**src/rtl/cpu_pkg.sv**
```systemverilog
// Shared definitions for the 8-bit CPU control path: opcodes, sequencer states, defaults.
package cpu_pkg;

    localparam int unsigned OPW_DEF     = 3;
    localparam int unsigned TIMEOUT_DEF = 15;

    localparam logic [2:0] OP_HLT = 3'd0;
    localparam logic [2:0] OP_LDA = 3'd1;
    localparam logic [2:0] OP_STA = 3'd2;
    localparam logic [2:0] OP_ADD = 3'd3;
    localparam logic [2:0] OP_AND = 3'd4;
    localparam logic [2:0] OP_XOR = 3'd5;
    localparam logic [2:0] OP_JMP = 3'd6;
    localparam logic [2:0] OP_JZ  = 3'd7;

    typedef enum logic [2:0] {
        S_IDLE    = 3'd0,
        S_FETCH   = 3'd1,
        S_LOAD_IR = 3'd2,
        S_DECODE  = 3'd3,
        S_MEM     = 3'd4,
        S_ALU     = 3'd5,
        S_HALT    = 3'd6
    } state_t;

endpackage

```
**src/rtl/wait_timer.sv**
```systemverilog
// Memory wait-state counter; expired is high while the count sits at TIMEOUT-1.
module wait_timer #(
    parameter int unsigned TIMEOUT = 15
) (
    input  logic clk,
    input  logic rst,
    input  logic clr,
    input  logic en,
    output logic expired
);

    localparam int unsigned CW = $clog2(TIMEOUT + 1);

    logic [CW-1:0] r_cnt;
    logic [CW-1:0] w_nxt;
    logic          r_expired;

    always_comb begin
        w_nxt = r_cnt;
        if (clr) begin
            w_nxt = '0;
        end else if (en) begin
            w_nxt = r_cnt + CW'(1);
        end
    end

    // expired tracks the registered count so it is glitch-free at the FSM
    always_ff @(posedge clk or negedge rst) begin
        if (!rst) begin
            r_cnt     <= '0;
            r_expired <= 1'b0;
        end else begin
            r_cnt     <= w_nxt;
            r_expired <= (w_nxt == CW'(TIMEOUT - 1));
        end
    end

    assign expired = r_expired;

endmodule

```
**src/rtl/instr_sequencer.sv**
```systemverilog
// Opcode-driven fetch/decode/execute sequencer with memory-ready handshake and bus-error timeout.
module instr_sequencer
    import cpu_pkg::*;
#(
    parameter int unsigned OPW     = OPW_DEF,
    parameter int unsigned TIMEOUT = TIMEOUT_DEF
) (
    input  logic           clk,
    input  logic           rst,
    input  logic           start,
    input  logic [OPW-1:0] opcode,
    input  logic           zero,
    input  logic           mem_ready,
    output logic           pc_en,
    output logic           pc_load,
    output logic           ir_en,
    output logic           mem_rd,
    output logic           mem_wr,
    output logic           addr_sel,
    output logic           alu_en,
    output logic           acc_en,
    output logic           halted,
    output logic           bus_err
);

    state_t         r_state;
    logic [OPW-1:0] r_op;
    logic           r_bus_err;
    logic           w_waiting;
    logic           w_expired;
    logic           w_clr;
    logic           w_en;

    // Counter is held at zero outside the wait states, so every entry starts fresh
    assign w_waiting = (r_state == S_FETCH) || (r_state == S_MEM);
    assign w_clr     = !w_waiting || mem_ready || w_expired;
    assign w_en      = w_waiting && !mem_ready;

    wait_timer #(.TIMEOUT(TIMEOUT)) u_wait_timer (
        .clk     (clk),
        .rst     (rst),
        .clr     (w_clr),
        .en      (w_en),
        .expired (w_expired)
    );

    always_ff @(posedge clk or negedge rst) begin
        if (!rst) begin
            r_state   <= S_IDLE;
            r_op      <= '0;
            r_bus_err <= 1'b0;
        end else begin
            case (r_state)
                S_IDLE: begin
                    if (start) r_state <= S_FETCH;
                end
                S_FETCH: begin
                    if (mem_ready) begin
                        r_state <= S_LOAD_IR;
                    end else if (w_expired) begin
                        r_state   <= S_HALT;
                        r_bus_err <= 1'b1;
                    end
                end
                S_LOAD_IR: r_state <= S_DECODE;
                S_DECODE: begin
                    r_op <= opcode;
                    if (opcode == OPW'(OP_HLT)) begin
                        r_state <= S_HALT;
                    end else if ((opcode == OPW'(OP_JMP)) || (opcode == OPW'(OP_JZ))) begin
                        r_state <= S_FETCH;
                    end else begin
                        r_state <= S_MEM;
                    end
                end
                S_MEM: begin
                    if (mem_ready) begin
                        r_state <= (r_op == OPW'(OP_STA)) ? S_FETCH : S_ALU;
                    end else if (w_expired) begin
                        r_state   <= S_HALT;
                        r_bus_err <= 1'b1;
                    end
                end
                S_ALU: r_state <= S_FETCH;
                S_HALT: begin
                    if (start) begin
                        r_state   <= S_FETCH;
                        r_bus_err <= 1'b0;
                    end
                end
                default: r_state <= S_IDLE;
            endcase
        end
    end

    // Moore decode of the state register; DECODE also looks at opcode/zero for jumps
    always_comb begin
        pc_en    = 1'b0;
        pc_load  = 1'b0;
        ir_en    = 1'b0;
        mem_rd   = 1'b0;
        mem_wr   = 1'b0;
        addr_sel = 1'b0;
        alu_en   = 1'b0;
        acc_en   = 1'b0;
        halted   = 1'b0;
        case (r_state)
            S_FETCH: mem_rd = 1'b1;
            S_LOAD_IR: begin
                ir_en = 1'b1;
                pc_en = 1'b1;
            end
            S_DECODE: begin
                if (opcode == OPW'(OP_JMP)) begin
                    pc_load  = 1'b1;
                    addr_sel = 1'b1;
                end else if (opcode == OPW'(OP_JZ)) begin
                    pc_load  = zero;
                    addr_sel = 1'b1;
                end
            end
            S_MEM: begin
                addr_sel = 1'b1;
                if (r_op == OPW'(OP_STA)) mem_wr = 1'b1;
                else                      mem_rd = 1'b1;
            end
            S_ALU: begin
                alu_en = 1'b1;
                acc_en = 1'b1;
            end
            S_HALT:  halted = 1'b1;
            default: ;
        endcase
    end

    assign bus_err = r_bus_err;

endmodule
```
**config.mk**
```make
export PLATFORM = sky130hd
export DESIGN_NAME = instr_sequencer
export DESIGN_NICKNAME = d
export VERILOG_FILES = /design/src/rtl/cpu_pkg.sv /design/src/rtl/wait_timer.sv /design/src/rtl/instr_sequencer.sv
export SDC_FILE = /design/constraint.sdc
export NUM_CORES = 1
export LEC_CHECK = 0
export CAP_MARGIN = 20
export CELL_PAD_IN_SITES_DETAIL_PLACEMENT = 1
export CELL_PAD_IN_SITES_GLOBAL_PLACEMENT = 1
export CORE_UTILIZATION = 36
export DETAILED_ROUTE_END_ITERATION = 10
export GPL_TIMING_DRIVEN = 0
export PLACE_DENSITY = 0.8
export SKIP_CTS_REPAIR_TIMING = 1
export SLEW_MARGIN = 40
export SYNTH_ARGS = -nofsm -noshare
export SYNTH_HDL_FRONTEND = slang
export SYNTH_SLANG_ARGS = --single-unit
```
**constraint.sdc**
```tcl
create_clock -name clk -period 1.4 [get_ports clk]
set_input_delay 0.28 -clock clk [delete_from_list [all_inputs] [get_ports clk]]
set_output_delay 0.28 -clock clk [all_outputs]
set_load 0.02 [all_outputs]
```
==> results.md <==
- Status: complete, but fails checks
- Failing checks: negative setup slack
- Synthesis-to-finish area growth: 50.9%
- Final hold vios: 0
- Synth top area share: between 30% and 40%
- DP HPWL: 1380 µm
- Worst-Skew Late Latency: roughly 0.28 ns
- Largest net degree at the start of global routing: 13
- Final critical-path share of the clock period: 121%
- Syn_nets: 86
- Endpoints failing setup: 9
- Reg-to-reg endpoint: bus_err
- Top post-synthesis cells by area: dfrtp_1, nor2_1, mux2_2, buf_4, buf_6
- Die Footprint: 2300 µm²
- Vias/cell: 5.34
- Drt first pass iters: 4
- Post-Syn Area per Cell: 9.86 µm²
- Slew margin rel.: 63.6%
- Async S/R FF share, synth: 100%
- TritonCTS Buffers: 3
- Startpoint type of the worst setup path: flip-flop
- Antenna viol nets, final: 0
- # Max-Cap Violations: 0
- Rows: 16
- Synthesized flop and latch total: 12
- Data required time of the worst path: 1.12 ns
- Starting Density: 38.3%
- Worst-Margin Slew: 0.545 ns
- Cells after DPL: ~120
- Longest Clk Path Bufs: 2
- Pwr Density: around 1900 nW/µm²
- Layout cells sized above 1: 47.3%
- Clk Tree Root Cell: clkbuf_4
- Commonest cells in the netlist: dfrtp_1, nor2_1, nand2_1
- Crit path kind: flip-flop to output pin
- Syn Inst Count: 77
- Synth Flop Type: dfrtp_1
- CP Capture Type: output pin
- Initial antenna violation count: 0
- Largest stage delay on the critical path: 0.43 ns
- Fin crit period: 1.69 ns
- Clk slew on worst S/H paths: 0.08 ns
- DRT iter0 DRCs: 7
- CTS tree: yes
- F_max: 0.590 GHz
- Max rail drop VDD: 0.899 mV
- Lkg Pwr: 0.531 nW
- Cell area after layout: roughly 1100 µm²
- Total global routing overflow: 0
- N_diodes: 0
- Final #Nets: 120
- RR Startpoint: r_state[0]
- Clk sinks: 12
- Final TNS setup: -1.93 ns
- Avg WL per Cell: ~16 µm
- Vias in the first global route: 626
- Distinct cell type count after synthesis: 38
- Chip Height: 47.9 µm
- I/O pin count: 18
- Non-Filler Instances: 137
- GRT Total Usage: between 10% and 20%
- Depth of the CTS H-tree: 1
- Final wirelength: roughly 2200 µm
- Clk_skew: 0.0116 ns
- CP arrival: about 1.4 ns
- Slowest-stage cell, CP: dfrtp_1
- Placement Setup Slack: -0.649 ns
- Vias: ~730
- Synth Warn #: 0
- Mapped cell area: 759 µm²
- Worst Path Max Fanout: 5
- Seq/Total Area, Yosys: 39.5%
- DR DRC count: 0
- RD Place Congestion: 0.793
- R2R depth: 5
- Post-synth top area cell: dfrtp_1
- Placed Area: 973 µm²
- Unrepaired setup endpoints after global routing: yes
- Die width: 47.9 µm
- R2R Setup Slk: about 0.050 ns
- Hold Crit Class: input port to asynchronous set/reset pin
- First-pass GRT wire length: about 2700 µm
- Crit path cell chain: buf_6 -> nor3b_4 -> nand2_2 -> o21ai_1 -> buf_2
- Core area: 1980 µm²
- Count of final max-slew check failures: 0
- Most numerous cell in the Yosys netlist: dfrtp_1
- Port bufs: 17
- Post-synth EDFFs: 0
- Final Worst Setup Slack: -0.294 ns
==> flip-flops by register name, summed over array words and instances (netlist names) <==
signal / count
r_state: 3
r_op: 3
u_wait_timer.r_cnt: 4
bus_err: 1
u_wait_timer.expired: 1
==> final cells by class <==
class,instances,area [µm²]
Inverter,2,7.51
Sequential cell,12,303
Tap cell,27,33.8
Fill cell,220,836
Timing Repair Buffer,29,245
Clock buffer,4,36.3
Buffer,5,48.8
Multi-Input combinational cell,58,472
==> worst max-delay path by stage <==
stage / cells after the start / startpoint / end / slack (ns)
2_1_floorplan: 2 / r_state[2] / pc_load / -0.1
3_3_place_gp: 4 / opcode[1] / pc_load / -0.62
3_5_place_dp: 4 / opcode[2] / addr_sel / -0.65
4_1_cts: 5 / r_state[2] / mem_rd / -0.84
5_1_grt: 5 / r_state[0] / mem_rd / -0.37
6_report: 5 / r_state[0] / mem_rd / -0.29
==> metrics by stage <==
step                      total power (W)  hold slack [ns]  utilization (%)
after global routing              0.00234            0.397             57.8
after detailed placement          0.00155            0.486             49.1
final                             0.00221            0.349             57.8
after CTS                         0.00184            0.373             50.9
after floorplan                   0.00123          -0.0156                -
after global placement            0.00151            0.478             49.1
==> cell usage in the layout (no fill, tap or decap), types with 2 or more instances in the layout <==
master / instances
nand2_1: 3
clkbuf_4: 3
dfrtp_2: 2
o21ai_1: 2
clkdlybuf4s50_1: 7
nor3_1: 2
buf_6: 7
nor2b_1: 3
nor2_1: 9
o21ai_0: 2
dfrtp_1: 10
buf_4: 15
nand3_1: 2
mux2_2: 3
buf_2: 4
==> kinds of logic (layout without fill, tap and decap cells) <==
family	count (synthesis)	count (layout)	share of synthesized area, %
simple gates	36	36	27.0
compound gates	15	15	16.0
flops	12	12	39.5
buf+inv	7	40	6.92
xor+xnor	3	3	4.45
mux	3	3	4.45
fa+ha+maj	1	1	1.65
==> worst max-delay path: cells and delay by family (launching register included) <==
kind	cells	cell delay [ns]
simple gates	2	0.28
buf+inv	2	0.35
compound gates	1	0.08
flops	1	0.43
==> power by group <==
part           internal, W  switching, W
Sequential        0.000455     0.0000900
Clock             0.000158      0.000119
Combinational     0.000705      0.000682
Total              0.00132      0.000891
==> routing by layer <==
layer  up-vias  share of wire, %  GRT usage [%]
met3         0               3.5           6.79
met1       372                42           23.2
met2        18                54           27.6
met5         -                 0              0
met4         0                 0           3.33
li1        341                 -              -
(Power assumes the default switching activity.)
